### src/rtl/audio_pkg.sv
// -----------------------------------------------------------------------------
// audio_pkg
// Shared types and default constants for the WM8731 audio serializer path.
//   sample_t            : one audio sample word
//   AUDIO_DATA_WIDTH    : sample width in bits
//   AUDIO_BCLK_DIV      : clk cycles per bit-clock period
//   AUDIO_SLOT_BITS     : bit-clock periods per channel slot
//   AUDIO_FRAME_CYCLES  : clk cycles per stereo frame
//   frame_cycles()      : frame length for an arbitrary slot/divider choice
// -----------------------------------------------------------------------------
package audio_pkg;

   localparam int AUDIO_DATA_WIDTH   = 16;
   localparam int AUDIO_BCLK_DIV     = 4;
   localparam int AUDIO_SLOT_BITS    = 32;
   localparam int AUDIO_FRAME_CYCLES = 2 * AUDIO_SLOT_BITS * AUDIO_BCLK_DIV;

   typedef logic [15:0] sample_t;

   function automatic int frame_cycles(input int slot_bits, input int bclk_div);
      return 2 * slot_bits * bclk_div;
   endfunction

endpackage

### src/rtl/audio_clkgen.sv
// -----------------------------------------------------------------------------
// audio_clkgen
// Frame phase counter and codec bit/LR clocks.
//   clk, reset_n  : audio clock, asynchronous active-low reset
//   ph            : current frame phase, 0..F-1
//   ph_nxt        : phase that the next clk edge enters
//   bclk_rise     : next edge enters a bit-clock rising phase
//   bclk_fall     : next edge enters a bit-clock falling phase
//   AUD_BCLK      : bit clock (registered)
//   AUD_DACLRCK   : LR clock, 0 = left slot, 1 = right slot (registered)
// -----------------------------------------------------------------------------
module audio_clkgen
   import audio_pkg::*;
#(
   parameter  int BCLK_DIV  = AUDIO_BCLK_DIV,
   parameter  int SLOT_BITS = AUDIO_SLOT_BITS,
   localparam int F         = frame_cycles(SLOT_BITS, BCLK_DIV),
   localparam int PH_W      = $clog2(F)
) (
   input  logic            clk,
   input  logic            reset_n,
   output logic [PH_W-1:0] ph,
   output logic [PH_W-1:0] ph_nxt,
   output logic            bclk_rise,
   output logic            bclk_fall,
   output logic            AUD_BCLK,
   output logic            AUD_DACLRCK
);

   logic bclk_nxt;
   logic lrck_nxt;

   // Everything is decoded from the phase being entered so the clock outputs
   // are registered yet line up exactly with ph.
   always_comb begin
      ph_nxt    = (ph == PH_W'(F - 1)) ? '0 : ph + 1'b1;
      bclk_nxt  = (int'(ph_nxt) % BCLK_DIV) >= (BCLK_DIV / 2);
      bclk_rise = (int'(ph_nxt) % BCLK_DIV) == (BCLK_DIV / 2);
      bclk_fall = (int'(ph_nxt) % BCLK_DIV) == 0;
      lrck_nxt  = int'(ph_nxt) >= (F / 2);
   end

   // NOTE: state registers use non-blocking assignments so every flop samples
   // the pre-edge values regardless of block evaluation order.
   always_ff @(posedge clk or negedge reset_n) begin
      if (!reset_n) begin
         ph          <= '0;
         AUD_BCLK    <= 1'b0;
         AUD_DACLRCK <= 1'b0;
      end else begin
         ph          <= ph_nxt;
         AUD_BCLK    <= bclk_nxt;
         AUD_DACLRCK <= lrck_nxt;
      end
   end

endmodule

### src/rtl/audio_dac_serializer.sv
// -----------------------------------------------------------------------------
// audio_dac_serializer
// WM8731-side serializer: requests one sample per frame from the effects
// stage, shifts it out left-justified on both slots, and deserializes the
// left ADC slot.
//   clk, reset_n  : audio clock, asynchronous active-low reset
//   sample_in     : sample word, valid in the cycle after sample_req
//   sample_req    : one-cycle request pulse per frame
//   sample_end    : one-cycle pulse, audio_input updated this cycle
//   audio_input   : last captured left-channel ADC word
//   AUD_BCLK      : bit clock
//   AUD_DACLRCK   : LR clock
//   AUD_DACDAT    : serial DAC data
//   AUD_ADCDAT    : serial ADC data
// Build option: define AUDIO_ADC_EN to include the ADC capture path; without
// it audio_input is tied to 0 while sample_end keeps pulsing.
// -----------------------------------------------------------------------------
module audio_dac_serializer
   import audio_pkg::*;
#(
   parameter  int DATA_WIDTH = AUDIO_DATA_WIDTH,
   parameter  int BCLK_DIV   = AUDIO_BCLK_DIV,
   parameter  int SLOT_BITS  = AUDIO_SLOT_BITS,
   localparam int F          = frame_cycles(SLOT_BITS, BCLK_DIV),
   localparam int PH_W       = $clog2(F)
) (
   input  logic                  clk,
   input  logic                  reset_n,
   input  logic [DATA_WIDTH-1:0] sample_in,
   output logic                  sample_req,
   output logic                  sample_end,
   output logic [DATA_WIDTH-1:0] audio_input,
   output logic                  AUD_BCLK,
   output logic                  AUD_DACLRCK,
   output logic                  AUD_DACDAT,
   input  logic                  AUD_ADCDAT
);

   localparam int HALF   = F / 2;
   localparam int CAP_PH = DATA_WIDTH * BCLK_DIV;
   localparam int IDX_W  = (DATA_WIDTH > 1) ? $clog2(DATA_WIDTH) : 1;

   logic [PH_W-1:0]       ph;
   logic [PH_W-1:0]       ph_nxt;
   logic                  bclk_rise;
   logic                  bclk_fall;

   logic [DATA_WIDTH-1:0] hold_reg;
   logic [DATA_WIDTH-1:0] shift_reg;
   logic [DATA_WIDTH-1:0] tx_word;
   logic                  tx_bit_nxt;
   logic                  in_data_nxt;
   logic                  left_nxt;
   logic                  cap_nxt;
   int                    k_nxt;

   audio_clkgen #(
      .BCLK_DIV  (BCLK_DIV),
      .SLOT_BITS (SLOT_BITS)
   ) u_clkgen (
      .clk         (clk),
      .reset_n     (reset_n),
      .ph          (ph),
      .ph_nxt      (ph_nxt),
      .bclk_rise   (bclk_rise),
      .bclk_fall   (bclk_fall),
      .AUD_BCLK    (AUD_BCLK),
      .AUD_DACLRCK (AUD_DACLRCK)
   );

   // NOTE: tx_bit_nxt gets a default before the conditional assignment so
   // this block stays purely combinational with no inferred latch.
   always_comb begin
      k_nxt       = (int'(ph_nxt) % HALF) / BCLK_DIV;
      in_data_nxt = k_nxt < DATA_WIDTH;
      left_nxt    = int'(ph_nxt) < HALF;
      cap_nxt     = int'(ph_nxt) == CAP_PH;
      // Entering ph 0 the shift register is reloaded on the same edge, so
      // the MSB has to come straight from the holding register.
      tx_word     = (ph_nxt == '0) ? hold_reg : shift_reg;
      tx_bit_nxt  = 1'b0;
      if (in_data_nxt) begin
         tx_bit_nxt = tx_word[IDX_W'(DATA_WIDTH - 1 - k_nxt)];
      end
   end

   always_ff @(posedge clk or negedge reset_n) begin
      if (!reset_n) begin
         hold_reg   <= '0;
         shift_reg  <= '0;
         sample_req <= 1'b0;
         sample_end <= 1'b0;
         AUD_DACDAT <= 1'b0;
      end else begin
         sample_req <= int'(ph_nxt) == (F - 4);
         sample_end <= cap_nxt;
         // The effects stage answers one cycle after the request.
         if (int'(ph) == (F - 3)) begin
            hold_reg <= sample_in;
         end
         if (ph_nxt == '0) begin
            shift_reg <= hold_reg;
         end
         // Data moves only on bclk falling edges; outside the data bits the
         // line idles low. Both slots index the same word.
         if (bclk_fall) begin
            AUD_DACDAT <= tx_bit_nxt;
         end
      end
   end

`ifdef AUDIO_ADC_EN
   logic [DATA_WIDTH-1:0] adc_sr;

   always_ff @(posedge clk or negedge reset_n) begin
      if (!reset_n) begin
         adc_sr      <= '0;
         audio_input <= '0;
      end else begin
         // Sample on bclk rising edges of the left slot, MSB first; the
         // right slot is ignored.
         if (bclk_rise && left_nxt && in_data_nxt) begin
            adc_sr <= {adc_sr[DATA_WIDTH-2:0], AUD_ADCDAT};
         end
         if (cap_nxt) begin
            audio_input <= adc_sr;
         end
      end
   end
`else
   logic unused_adc;

   assign audio_input = '0;
   assign unused_adc  = ^{AUD_ADCDAT, bclk_rise, left_nxt};
`endif

endmodule
### config.mk
export PLATFORM = sky130hd
export DESIGN_NAME = audio_dac_serializer
export DESIGN_NICKNAME = d
export VERILOG_FILES = /design/src/rtl/audio_pkg.sv /design/src/rtl/audio_clkgen.sv /design/src/rtl/audio_dac_serializer.sv
export SDC_FILE = /design/constraint.sdc
export NUM_CORES = 1
export LEC_CHECK = 0
export ABC_AREA = 1
export CORE_ASPECT_RATIO = 1.25
export CORE_MARGIN = 10
export CORE_UTILIZATION = 35
export CTS_CLUSTER_DIAMETER = 100
export DETAILED_ROUTE_END_ITERATION = 7
export GPL_TIMING_DRIVEN = 0
export PLACE_DENSITY = 0.66
export SLEW_MARGIN = 20
export SYNTH_ARGS = -nofsm -noshare
export SYNTH_HDL_FRONTEND = slang
export SYNTH_SLANG_ARGS = --single-unit
### constraint.sdc
create_clock -name clk -period 2.7 [get_ports clk]
set_input_delay 0.54 -clock clk [delete_from_list [all_inputs] [get_ports clk]]
set_output_delay 0.54 -clock clk [all_outputs]
set_load 0.05 [all_outputs]
Yosys cells after proc, flatten, opt, wreduce, memory -nomap -nowiden
Index checks and enable logic that the tools add are counted.
{"block": "totals", "word_cells": 26, "output_inout_bits": 21, "ff_bits": 45, "inputBits": 19}
{"block": "op_classes", "eq_ne": 4, "addsub": 2, "order_cmp": 4, "muxes": 6, "reduce_logical": 2}
{"op": "32-bit zero test", "n": 1}
{"op": "8-bit by 3-bit == test with 1-bit output, second input constant", "n": 2}
{"op": "8-bit == test, second input constant", "n": 2}
{"op": "16-bit 2-to-1 mux", "n": 1}
{"op": "8-bit by 1-bit adder with 8-bit output, second input constant", "n": 1}
{"op": "8-bit greater-or-equal comparator, second input constant", "n": 1}
{"op": "8-bit zero test", "n": 1}
{"op": "8-bit 2-to-1 mux", "n": 1}
{"op": "4-bit by 6-bit < comparator with 1-bit output, second input constant", "n": 1}
{"op": "5-bit < comparator, second input constant", "n": 1}
{"op": "1-bit binary-select mux with 4-bit select", "n": 1}
{"op": "4-bit subtractor, first input constant", "n": 1}
{"op": "1-bit 2-to-1 mux", "n": 3}
{"op": "2-bit greater-or-equal comparator, second input constant", "n": 1}

Longest topological paths before layout
{"block": "logic_depth", "depth_word": 8, "ltp_mapped": 16, "mapped_depth_nobuf": 16}

By module
A second synthesis with hierarchy kept.
{"block": "unflattened", "cells_unflattened": 269, "hier_area_um2": 2204.6}
{"module": "audio_dac_serializer", "cells_per_inst": 218, "seq_area_each_um2": 875.8, "n_inst": 1, "area_per_inst_um2": 1773.0}
{"module": "audio_clkgen", "cells_per_inst": 51, "seq_area_each_um2": 225.2, "n_inst": 1, "area_per_inst_um2": 431.7}

Worst setup path after synthesis
Ideal clock, no wire load.
{"block": "synth_path", "path_type": "reg2reg", "start": "register u_clkgen.ph[1]", "end": "register AUD_DACDAT", "arrival_ns": 2.266, "setup_slack_ns": 0.316, "stages_incl_launch_ff": 16, "synth_period_minus_slack_ns": 2.384, "path_buffers": 1, "path_cell_list": "dfrtp_1 -> ha_1 -> nand2_2 -> nor2_4 -> nand2_1 -> nand3_2 -> nand2_2 -> nor2_4 -> buf_4 -> nand3_1 -> nand3_1 -> nand3_1 -> a21oi_1 -> nor2_1 -> nand2_1 -> nand2_1"}
{"block": "synth_via", "elab_chain_len": 8, "word_cells_on_any_way": 12, "classes_between": "add/sub: 2; order compare: 1; eq/ne: 1; mux: 6; reduce/logical: 2"}
{"element": "start: declaration", "line_no": "audio_clkgen.sv:22", "rtl": "output logic [PH_W-1:0] ph,"}
{"element": "start signal: assignment", "line_no": "audio_clkgen.sv:51", "rtl": "ph <= ph_nxt;"}
{"element": "8-bit by 1-bit adder with 8-bit output or 8-bit == test (tied branches)", "line_no": "audio_clkgen.sv:36", "rtl": "ph_nxt = (ph == PH_W'(F - 1)) ? '0 : ph + 1'b1;"}
{"element": "8-bit 2-to-1 mux (*)", "line_no": "audio_clkgen.sv:36"}
{"element": "parallel branches: the longest is 6 deep, another holds 4-bit subtractor"}
{"element": "end signal: assignment", "line_no": "audio_dac_serializer.sv:107", "rtl": "AUD_DACDAT <= tx_bit_nxt;"}
{"element": "end: declaration", "line_no": "audio_dac_serializer.sv:35", "rtl": "output logic AUD_DACDAT,"}
Every way passes the cells marked *. The select of a mux whose other input is x is not followed.
A chain may end at the register's enable or synchronous reset.

Worst setup path after layout
{"block": "layout_path", "start": "register u_clkgen.ph[0]", "end": "register AUD_DACDAT"}
The elaborated chain is that of the path after synthesis.

==> flow_summary.toml <==
[cts]
cts_sinks = 44
htreeDepth = 2
worstSkewPairLatency_ns = 0.29
clk_path_buf_depth = 2
ctsHoldBuffers = 0
postCtsResizedCells = 0
tritoncts = "built"
postCtsSetupRepairBufs = 0
clk_pin_slew_ns = 0.08
numCtsBuffers = 5
cts-root-buf = "clkbuf_8"

[worst_setup_path]
reg2reg_slack_ns = 0.28
reg2reg_depth = 15
worst_ep_arrival_time_ns = 2.61
cp-start-kind = "register"
critical_path_class = "reg2reg"
r2r-start = "u_clkgen.ph[0]$_DFF_PN0_"
r2r-end = "AUD_DACDAT$_DFFE_PN0P_"
path_max_fanout = 10
cp.required_ns = 2.89
worstSetupEndpointType = "register"

[floorplanning]
core_um2 = 6170
die_y_um = 109
ios = 40
die-area_um2 = 9930
fp.dieW_um = 91.1
rows = 32
initial_core_util_pct = 35.9

[place]
placement.io_buffers = 22
place_congestion = 0.780
dpl-instance-area_um2 = 2610
hpwl_mm = 3.45

[global_routing]
grt_util_all_layers_pct = 9.31
grt_max_degree = 26
grt_overflow = 0
antenna_found_initial = 0
grt_pass1_vias = 1746
grt_pass1_wl_mm = 7.86

[logic_synthesis]
ys_seq_area_share_pct = 49.7
synth_area_um2 = 2210
ys_ff_latch = 44
synth_top_family_by_area = "simple AND/OR/NAND/NOR gates"
avgSynthCellArea_um2 = 8.75
yosys.area_share.simple_pct = 29.3
synthTopCellsByArea = "dfrtp_1 50%, nand3_1 11%, nand2_1 6.3%"
synth_compound_area_share_pct = 3.50
yosysWarnings = 0
synth_fa_ha_area_share_pct = 1.13
yosysTopAreaCell = "dfrtp_1"
syn_inst = 253
muxShareOfSynthArea_pct = 2.54
synth_xor_area_share_pct = 0.734
netlist-cell-type-count = 25
synth_top_area_share_pct = 49.7

[timing]
whs_ns = 0.200
rsz0062_at_grt = "false"
maxSlewViolCount = 0
setup_viol = 0
period_needed_ns = 2.42
skew_ns = 0.00552
fmax_ghz = 0.413
worst_pin_slew_ns = 0.532
hold_viol_final = 0
max-slew-margin-rel_pct = 64.4
layout_worst_path_cycle_share_pct = 89.7

[detailed_routing]
drtPass1Iterations = 4
first_iter_violations = 79
route.detailed.drc = 0
ant_nets = 0
routed_wl_mm = 4.36
via_per_inst = 4.33
dr_total_vias = 1663
wl_per_cell_um = 11.4

[final_layout]
utilization_pct = 44.4
final_area_um2 = 2740
drive_gt1_share_pct = 16.4
syn2layout_area_growth_pct = 23.7
layout_common_cells = "48 x nand3_1, 44 x dfrtp_1, 37 x nand2_1, 32 x inv_1, 21 x clkdlybuf4s50_1"
n_fill_cell = 634
nNetsFinal = 319
final_common_cell = "nand3_1"
n_antenna_cell = 0

[power]
ir_drop_v = 0.000433
p_per_area_nw_per_um2 = 488
p_leak_uw = 0.00137

[min_path]
hold_class = "in2async"

[run_status]
status = "finished, final reports clean"

[run]
maxCapViolCount = 0
==> cells by family after synthesis <==
kind of cell / after synthesis
mux: 5
simple gates: 129
xor+xnor: 1
buf+inv: 56
other cells: 1
fa+ha+maj: 2
flops: 44
compound gates: 15
==> worst max-delay path, cell delays in order (launching register included) <==
cell	delay, ns
dfrtp_1	0.42
ha_1	0.23
nand2_2	0.09
nor2_4	0.14
nand2_1	0.12
nand3_2	0.18
nand2_2	0.10
nor2_4	0.20
buf_4	0.21
nand3_1	0.11
nand3_1	0.11
nand3_1	0.08
a21oi_1	0.14
nor2_1	0.06
nand2_1	0.07
nand2_1	0.05
==> worst max path at each step <==
stage / start / end / slack, ns / cells after the start
finish: u_clkgen.ph[0]$_DFF_PN0_ / AUD_DACDAT$_DFFE_PN0P_ / 0.28 / 15
global route: u_clkgen.ph[0]$_DFF_PN0_ / AUD_DACDAT$_DFFE_PN0P_ / 0.02 / 16
CTS: u_clkgen.ph[0]$_DFF_PN0_ / AUD_DACDAT$_DFFE_PN0P_ / 0.24 / 15
detailed placement: u_clkgen.ph[0]$_DFF_PN0_ / AUD_DACDAT$_DFFE_PN0P_ / 0.25 / 15
global placement: reset_n / hold_reg[15]$_DFFE_PN0N_ / -0.11 / 1
floorplan: u_clkgen.ph[1]$_DFF_PN0_ / AUD_DACDAT$_DFFE_PN0P_ / 0.32 / 15
==> through the flow <==
step / setup WS [ns] / power (uW) / std cells / TNS (ns)
after global routing: 0.0218 / 1390 / 384 / 0
after CTS: 0.245 / 1340 / 384 / 0
final: 0.279 / 1340 / 384 / 0
after global placement: -0.108 / 804 / 375 / -4.65
after floorplan: 0.316 / 765 / 268 / 0
after detailed placement: 0.249 / 808 / 376 / 0
==> layer usage <==
layer	share of wire, %	vias to the layer above	global-route usage, %
li1	-	860	-
met1	44	761	10.8
met5	0	-	0
met2	49	32	16.3
met4	1.9	0	3.14
met3	4.3	10	2.41
==> layout make-up <==
| cell class | count | area (um2) | area share [%] |
|---|---|---|---|
| flip-flops and latches | 44 | 1100 | 40.2 |
| plain buffers | 21 | 154 | 5.62 |
| inverters | 35 | 131 | 4.80 |
| clock buffers | 7 | 96.3 | 3.52 |
| well taps | 85 | 106 | 3.88 |
| clock inverters | 1 | 30.0 | 1.10 |
| multi-input cells | 168 | 885 | 32.3 |
| repair buffers | 23 | 235 | 8.59 |
==> Yosys cell counts <==
| cell type | number |
|---|---|
| clkinv_1 | 1 |
| ha_1 | 2 |
| o21bai_1 | 1 |
| nand3_1 | 48 |
| and2_1 | 11 |
| nand2_1 | 37 |
| nor4b_1 | 1 |
| nor2_1 | 16 |
| nand2_2 | 4 |
| nand4_1 | 3 |
| nor2_4 | 3 |
| dfrtp_1 | 44 |
| nor2_8 | 1 |
| conb_1 | 1 |
| mux2_2 | 5 |
| inv_2 | 2 |
| xor2_2 | 1 |
| inv_1 | 32 |
| nand3_2 | 1 |
| nor4_1 | 1 |
| buf_4 | 18 |
| nor2_2 | 3 |
| a21oi_1 | 14 |
| buf_6 | 1 |
| clkbuf_1 | 2 |
==> where the power goes <==
part	leakage [uW]	internal [uW]	total, uW	switching, uW
Sequential	0.000563	670	674	3.98
Clock	0.0000645	327	543	216
Combinational	0.000741	45.7	121	75.0
Total	0.00137	1040	1340	295
Note: power is estimated with default switching activity, not from simulation.
